--- src/rtl/dma_engine.sv ---
// DMA initiator: announces reserved pipeline slots and moves words between
// data/instruction memory and the I/O-device stream port.
module dma_engine #(
  parameter int unsigned ADDR_W    = 12,
  parameter int unsigned LEN_W     = 12,
  parameter int unsigned GAP       = 1,
  parameter int unsigned TXQ_DEPTH = 4
) (
  input  logic              clk,
  input  logic              rst_n,
  input  logic              start,
  input  logic              dir,
  input  logic              imem_sel,
  input  logic [ADDR_W-1:0] base_addr,
  input  logic [LEN_W-1:0]  len,
  output logic              busy,
  output logic              done,
  output logic              dma_dm_to_id,
  output logic              dma_id_to_dm,
  output logic              dma_imem_select,
  output logic              mem_en,
  output logic              mem_we,
  output logic [ADDR_W-1:0] mem_addr,
  output logic [31:0]       mem_wdata,
  input  logic [31:0]       mem_rdata,
  input  logic              io_rx_valid,
  output logic              io_rx_ready,
  input  logic [31:0]       io_rx_data,
  output logic              io_tx_valid,
  input  logic              io_tx_ready,
  output logic [31:0]       io_tx_data
);

  localparam int unsigned PTR_W = (TXQ_DEPTH > 1) ? $clog2(TXQ_DEPTH) : 1;
  localparam int unsigned CNT_W = PTR_W + 1;
  localparam int unsigned SUM_W = CNT_W + 1;
  localparam int unsigned GAP_W = (GAP > 0) ? $clog2(GAP + 1) : 1;

  typedef enum logic [1:0] {S_IDLE, S_RUN, S_DRAIN, S_DONE} state_t;

  state_t            r_state;
  state_t            w_state_nxt;
  logic              r_busy;
  logic              r_done;
  logic              r_dir;
  logic              r_imem;
  logic [ADDR_W-1:0] r_addr;
  logic [LEN_W-1:0]  r_rem;
  logic [GAP_W-1:0]  r_gap;
  logic              r_p1_vld;
  logic              r_p1_we;
  logic [ADDR_W-1:0] r_p1_addr;
  logic [31:0]       r_p1_data;
  logic              r_p2_vld;
  logic              r_p2_we;
  logic [ADDR_W-1:0] r_p2_addr;
  logic [31:0]       r_p2_data;
  logic              r_rd_wait;
  logic              r_rd_vld;
  logic [31:0]       r_rd_data;
  logic [31:0]       r_q [TXQ_DEPTH];
  logic [PTR_W-1:0]  r_wptr;
  logic [PTR_W-1:0]  r_rptr;
  logic [CNT_W-1:0]  r_cnt;
  logic [CNT_W-1:0]  r_infl;

  logic              w_credit;
  logic              w_issue;
  logic              w_push;
  logic              w_pop;
  logic              w_drained;
  logic              w_accept;

  // Reads already committed to the queue count against its free space.
  assign w_credit  = (SUM_W'(r_cnt) + SUM_W'(r_infl)) < SUM_W'(TXQ_DEPTH);
  assign w_issue   = (r_state == S_RUN) && (r_gap == '0) &&
                     (r_dir ? io_rx_valid : w_credit);
  assign w_push    = r_rd_vld;
  assign w_pop     = (r_cnt != '0) && io_tx_ready;
  assign w_drained = !r_p1_vld && !r_p2_vld &&
                     (r_dir || ((r_infl == '0) && (r_cnt == '0)));
  assign w_accept  = start && (r_state == S_IDLE);

  // Next-state logic.
  always_comb begin
    w_state_nxt = r_state;
    case (r_state)
      S_IDLE:  if (start) w_state_nxt = (len == '0) ? S_DONE : S_RUN;
      S_RUN:   if (w_issue && (r_rem == LEN_W'(1))) w_state_nxt = S_DRAIN;
      S_DRAIN: if (w_drained) w_state_nxt = S_DONE;
      S_DONE:  w_state_nxt = S_IDLE;
      default: w_state_nxt = S_IDLE;
    endcase
  end

  // State register with registered status outputs.
  always_ff @(posedge clk or negedge rst_n) begin
    if (!rst_n) begin
      r_state <= S_IDLE;
      r_busy  <= 1'b0;
      r_done  <= 1'b0;
    end else begin
      r_state <= w_state_nxt;
      r_busy  <= (w_state_nxt == S_RUN) || (w_state_nxt == S_DRAIN);
      r_done  <= (w_state_nxt == S_DONE);
    end
  end

  // Command latch, address/length counters and announcement gap timer.
  always_ff @(posedge clk or negedge rst_n) begin
    if (!rst_n) begin
      r_dir  <= 1'b0;
      r_imem <= 1'b0;
      r_addr <= '0;
      r_rem  <= '0;
      r_gap  <= '0;
    end else begin
      if (w_accept) begin
        r_dir  <= dir;
        r_imem <= imem_sel;
        r_addr <= base_addr;
        r_rem  <= len;
      end else if (w_issue) begin
        r_addr <= r_addr + ADDR_W'(1);
        r_rem  <= r_rem - LEN_W'(1);
      end
      if (w_issue) r_gap <= GAP_W'(GAP);
      else if (r_gap != '0) r_gap <= r_gap - GAP_W'(1);
    end
  end

  // Two-stage announce-to-access delay pipe plus read-return flop.
  always_ff @(posedge clk or negedge rst_n) begin
    if (!rst_n) begin
      r_p1_vld  <= 1'b0;
      r_p1_we   <= 1'b0;
      r_p1_addr <= '0;
      r_p1_data <= '0;
      r_p2_vld  <= 1'b0;
      r_p2_we   <= 1'b0;
      r_p2_addr <= '0;
      r_p2_data <= '0;
      r_rd_wait <= 1'b0;
      r_rd_vld  <= 1'b0;
      r_rd_data <= '0;
    end else begin
      r_p1_vld <= w_issue;
      if (w_issue) begin
        r_p1_we   <= r_dir;
        r_p1_addr <= r_addr;
        r_p1_data <= r_dir ? io_rx_data : 32'h0;
      end
      r_p2_vld  <= r_p1_vld;
      r_p2_we   <= r_p1_we;
      r_p2_addr <= r_p1_addr;
      r_p2_data <= r_p1_data;
      r_rd_wait <= r_p2_vld && !r_p2_we;
      r_rd_vld  <= r_rd_wait;
      if (r_rd_wait) r_rd_data <= mem_rdata;
    end
  end

  // TX queue and in-flight read accounting.
  always_ff @(posedge clk or negedge rst_n) begin
    if (!rst_n) begin
      for (int unsigned i = 0; i < TXQ_DEPTH; i++) r_q[i] <= '0;
      r_wptr <= '0;
      r_rptr <= '0;
      r_cnt  <= '0;
      r_infl <= '0;
    end else begin
      if (w_push) begin
        r_q[r_wptr] <= r_rd_data;
        r_wptr      <= r_wptr + PTR_W'(1);
      end
      if (w_pop) r_rptr <= r_rptr + PTR_W'(1);
      case ({w_push, w_pop})
        2'b10:   r_cnt <= r_cnt + CNT_W'(1);
        2'b01:   r_cnt <= r_cnt - CNT_W'(1);
        default: r_cnt <= r_cnt;
      endcase
      case ({w_issue && !r_dir, w_push})
        2'b10:   r_infl <= r_infl + CNT_W'(1);
        2'b01:   r_infl <= r_infl - CNT_W'(1);
        default: r_infl <= r_infl;
      endcase
    end
  end

  assign busy            = r_busy;
  assign done            = r_done;
  assign dma_dm_to_id    = w_issue && !r_dir;
  assign dma_id_to_dm    = w_issue && r_dir;
  assign dma_imem_select = w_issue && r_imem;
  assign io_rx_ready     = w_issue && r_dir;
  assign mem_en          = r_p2_vld;
  assign mem_we          = r_p2_vld && r_p2_we;
  assign mem_addr        = r_p2_addr;
  assign mem_wdata       = r_p2_data;
  assign io_tx_valid     = (r_cnt != '0);
  assign io_tx_data      = r_q[r_rptr];

endmodule

--- config.mk ---
export PLATFORM = sky130hd
export DESIGN_NAME = dma_engine
export DESIGN_NICKNAME = d
export VERILOG_FILES = /design/src/rtl/dma_engine.sv
export SDC_FILE = /design/constraint.sdc
export NUM_CORES = 1
export LEC_CHECK = 0
export BUFFER_PORTS_ARGS = -buffer_cell sky130_fd_sc_hd__buf_2
export CAP_MARGIN = 40
export CORE_UTILIZATION = 60
export CTS_CLUSTER_DIAMETER = 150
export CTS_CLUSTER_SIZE = 10
export DETAILED_ROUTE_END_ITERATION = 10
export PLACE_DENSITY = 0.84
export SETUP_SLACK_MARGIN = 0.02
export SYNTH_ARGS = -nofsm -noshare
export SYNTH_HDL_FRONTEND = slang
export SYNTH_SLANG_ARGS = --single-unit
--- constraint.sdc ---
create_clock -name clk -period 4.25 [get_ports clk]
set_input_delay 0.6375 -clock clk [delete_from_list [all_inputs] [get_ports clk]]
set_output_delay 0.6375 -clock clk [all_outputs]
set_load 0.01 [all_outputs]
### Yosys cells after proc, flatten, opt, wreduce, memory -nomap -nowiden

Index checks and enable logic that the tools add are counted.
Widths: inputs -> output; s select.

* word-level logic and storage cells: 104
* output and inout port bits: 85
* register bits: 295
* bits of input ports: 95

* add/subtract/negate cells: 10
* equality and inequality tests: 11
* muxes and demuxes: 21
* bitwise logic cells: 3
* reductions and logical operators: 28
* order comparisons: 4

Operators with widths (number)
* $bwmux 128: 1
* $mux 32: 4
* $bmux 32 s2: 1
* $demux 32 s2: 1
* $mux 12: 4
* $logic_and 1x1->1: 14
* $add 12x1->12 const B: 1
* $eq 12x1->1 const B: 1
* $eq 2x2->1 const B: 6
* $logic_not 12->1: 1
* $pmux 3 s2: 2
* $sub 12x1->12 const B: 1
* $eq 2x1->1 const B: 4
* $mux 2: 4
* $pmux 2 s4: 1
* $add 3x1->3 const B: 2
* $ge 3x3->1 const B: 2
* $logic_not 3->1: 2
* $not 2->3: 2
* $reduce_bool 2->1: 3
* $sub 3x1->3 const B: 2
* $add 2x1->2 const B: 2
* $add 3x3->4: 1
* $logic_not 1->1: 4
* 8 further kinds: 11

### Logic depth before layout (Yosys ltp)

* depth in word-level cells: 9
* depth in mapped cells: 10
* gate-level depth less buffers: 10

### Worst setup path after synthesis

Ideal clock, no wire load.

* path type: input to output
* start: input io_rx_valid
* end: output io_rx_ready
* required time: 3.612 ns
* slack: 1.866 ns
* arrival: 1.747 ns
* buffers on the path: 2
* stages on the path: 5
* cell sequence: nand2b_1 -> nand2_1 -> nor2_1 -> clkbuf_1 -> buf_4

* cells in the longest elaborated chain, start to end: 3

RTL lines
* start: declaration: line 26 `input logic io_rx_valid,`
* $mux 1: line 77 `(r_dir ? io_rx_valid : w_credit);`
* $logic_and 1x1->1: line 76 `assign w_issue = (r_state == S_RUN) && (r_gap == '0) &&`
* $logic_and 1x1->1
* end: declaration: line 27 `output logic io_rx_ready,`

Every way passes these cells.

### Worst setup path in the final report

* start: register r_rptr[0]
* end: output io_tx_data[5]

* cells in the longest elaborated chain, start to end: 4

RTL lines
* start: declaration: line 63 `logic [PTR_W-1:0] r_rptr;`
* start signal: assignment: line 176 `if (w_pop) r_rptr <= r_rptr + PTR_W'(1);`
* $not 2->3 (implied by the code): line 201 `assign io_tx_data = r_q[r_rptr];`
* $bmux 32 s2: line 201
* $mux 32 (implied by the code) (2 in series): line 201
* end: declaration: line 31 `output logic [31:0] io_tx_data`

Every way passes these cells. The select of a mux whose other input is x is not followed.

==> run_results.csv <==
group,metric,value,unit
floorplan,dieArea,0.0202,mm^2
layout,drive_above_1_share,44.1,%
yosys,async_flop_share,100,%
floorplan,core_area,0.0190,mm^2
sta,slew_headroom,40.6,%
routing,drt-pass1-iter-count,5,
yosys,ys_warn_count,0,
layout,fin_cells,1248,
layout,post-route-cell-area,0.0140,mm^2
routing,wl_per_cell,19.2,um
sta,fin_setup_tns,0,ps
setup_path,cp_slowest_stage_delay,680,ps
yosys,synth_cell_types,54,
yosys,yosys-top-cells-count,"294 x dfrtp_1, 160 x mux2_2, 65 x nand2_1",
global_routing,grt-ovfl-total,0,
sta,finalHoldViolCount,0,
clocking,cts_tree,"built",
hold_path,hold_path_class,"in2async",
layout,area_delta_synth_final,18.7,%
sta,skew,17.0,ps
yosys,synth_flop_cell,"dfrtp_1",
yosys,synth-edff-count,0,
clocking,cts-buffers-inserted,35,
setup_path,required,3610,ps
routing,wirelength,23.9,mm
place,gp_congestion,0.825,
place,dpl-instance-area,0.0131,mm^2
yosys,synthCells,799,
place,dp_slack,1470,ps
clocking,cts-root-buf,"clkbuf_16",
clocking,htree_levels,2,
routing,via_per_inst,5.80,
yosys,synth_area_per_cell,14.7,um^2
clocking,cts_hold_buf,0,
power,p_per_area,820,mW/mm^2
global_routing,grt_max_degree,118,
clocking,cts_setup_buffers,0,
setup_path,critPathCaptureType,"output port",
global_routing,grt_pass1_wl,39.1,mm
floorplan,initial_core_util,62.1,%
clocking,clock_sinks,294,
yosys,ys_seq_area_share,62.5,%
layout,fillers,1259,
routing,drt_iter0_markers,345,
yosys,synth.largest_area_cell,"dfrtp_1",
clocking,clockBufferDepth,3,
sta,fin_crit_sh,69.6,%
setup_path,rr_worst_depth,8,
floorplan,die_width,142,um
sta,rsz0062_at_grt,"false",
outcome,outcome,"completed",
sta,fin_crit,2960,ps
layout,nNetsFinal,1095,
sta,drv_slew,0,
clocking,cts_resized,0,
setup_path,critical_path_class,"reg2out",
global_routing,grt_usage,24.9,%
sta,max_freq,338,MHz
clocking,clkTransAtPathRegs,50,ps
routing,vias,7239,
setup_path,slowest_stage,"dfrtp_2",
job,maxCapViolCount,0,
setup_path,r2r-start,"r_infl[1]",
setup_path,worstPathArrival,2320,ps
floorplan,die_y,142,um
setup_path,r2r_end,"busy",
layout,post-route-util,73.7,%
power,p_leak,6.68,nW
layout,diodes,0,
setup_path,ff2ff_setup_slack,1430,ps
place,hpwlAfterDp,15.2,mm
setup_path,start_kind,"flop",
yosys,syn_area,0.0118,mm^2
yosys,synth_nets,908,
yosys,ys_top_cells_by_area,"dfrtp_1 63%, mux2_2 15%, mux4_2 6.1%",
routing,route.detailed.drc,0,
power,ir_drop,512,uV
floorplan,io_pins,180,
global_routing,grt_pass1_vias,7647,
global_routing,antenna_found_initial,0,
place,dp_cells,1209,
yosys,ys_seq_elements,294,
sta,worst_slack,1290,ps
clocking,clkLatencyLatePin,500,ps
routing,ant_nets,0,
setup_path,cp_max_fo,17,
place,io_buffers,179,
sta,worstMarginPinSlew,891,ps
yosys,synth_most_common_cell,"dfrtp_1",
sta,setup_viol,0,
setup_path,path_cells,"buf_12 > buf_4 > mux4_2 > buf_2",
floorplan,fp-row-count,50,
yosys,synth_top_area_share,62.5,%
==> critical path: cells and delay by family, from the launching register on <==
kind | cells | cell delay, ps
buffers and inverters | 3 | 620
flip-flops | 1 | 680
multiplexers | 1 | 520
==> per-stage QoR <==
| step | power, mW | hold WS [ps] |
|---|---|---|
| 6_report | 11.5 | 232 |
| 5_1_grt | 12.1 | 315 |
| 4_1_cts | 11.6 | 281 |
| 3_5_place_dp | 9.01 | 360 |
| 3_3_place_gp | 8.73 | 357 |
| 2_1_floorplan | 7.58 | 342 |
==> cells by family (layout without fill, tap and decap cells) <==
kind of cell               Yosys count  in the layout  share of synthesized area, %
buffers and inverters               60            249                          1.99
muxes                              194            194                          21.6
AOI/OAI and AO/OA                   85             85                          5.53
and+or+nand+nor                    137            137                          5.59
DFF                                294            294                          62.5
xor gates and xnor gates            15             15                          1.12
adders and majority gates           14             14                          1.62
==> routing by layer <==
metal	track usage, %	share of wire, %
met5	0	0
met4	6.00	1.5
met3	6.70	7.0
met2	42.6	50
met1	31.8	41
==> where the power goes <==
group	switching, mW	leakage (nW)	internal (mW)
logic	1.85	2.57	2.09
clock network	1.02	0.442	1.46
registers	0.942	3.67	4.09
total	3.81	6.68	7.64
==> state kept, by name, summed over array words and instances, names as in the netlist, 2 cells and up <==
signal and flops:
mem_wdata 32, r_rptr 2, r_addr 12, r_p1_data 32
r_wptr 2, r_rem 12, r_infl 3, r_state 2
mem_addr 12, r_q 128, r_rd_data 32, r_p1_addr 12
r_cnt 3
==> worst max-delay path by stage <==
| stage | end | cells after the start | startpoint |
|---|---|---|---|
| 6_report | io_tx_data[5] | 4 | r_rptr[0] |
| 5_1_grt | io_tx_data[5] | 4 | r_rptr[0] |
| 4_1_cts | io_tx_data[5] | 4 | r_rptr[0] |
| 3_5_place_dp | busy | 8 | r_cnt[1] |
| 3_3_place_gp | io_tx_data[5] | 3 | r_rptr[0] |
| 2_1_floorplan | io_rx_ready | 5 | io_rx_valid |
==> cell usage in the layout (no fill, tap or decap), types with 4 or more instances in the layout <==
cell         n
a22o_1      32
dfrtp_1    291
nand2_1     60
and3_1       4
nor2_1      13
buf_12       6
inv_1       17
clkbuf_16   35
a21oi_1      8
nand4_1      4
xnor2_1      8
and2_1       7
o21ai_0     17
buf_4        5
mux2_2     160
ha_1        12
nor3_1      10
nand3_1     10
xor2_1       7
nand2_2      5
nor4_1       6
buf_2      178
mux4_2      32
==> area by class of cell <==
cell class / instances / area, um^2 / share of cell area, %
multi-input cells: 445 / 4190 / 30.0
inverters: 18 / 67.6 / 0.484
well taps: 260 / 325 / 2.33
clock buffers: 37 / 883 / 6.33
repair buffers: 192 / 1120 / 8.01
flip-flops and latches: 294 / 7360 / 52.7
clock inverters: 2 / 17.5 / 0.125
Note: power is estimated with default switching activity, not from simulation.
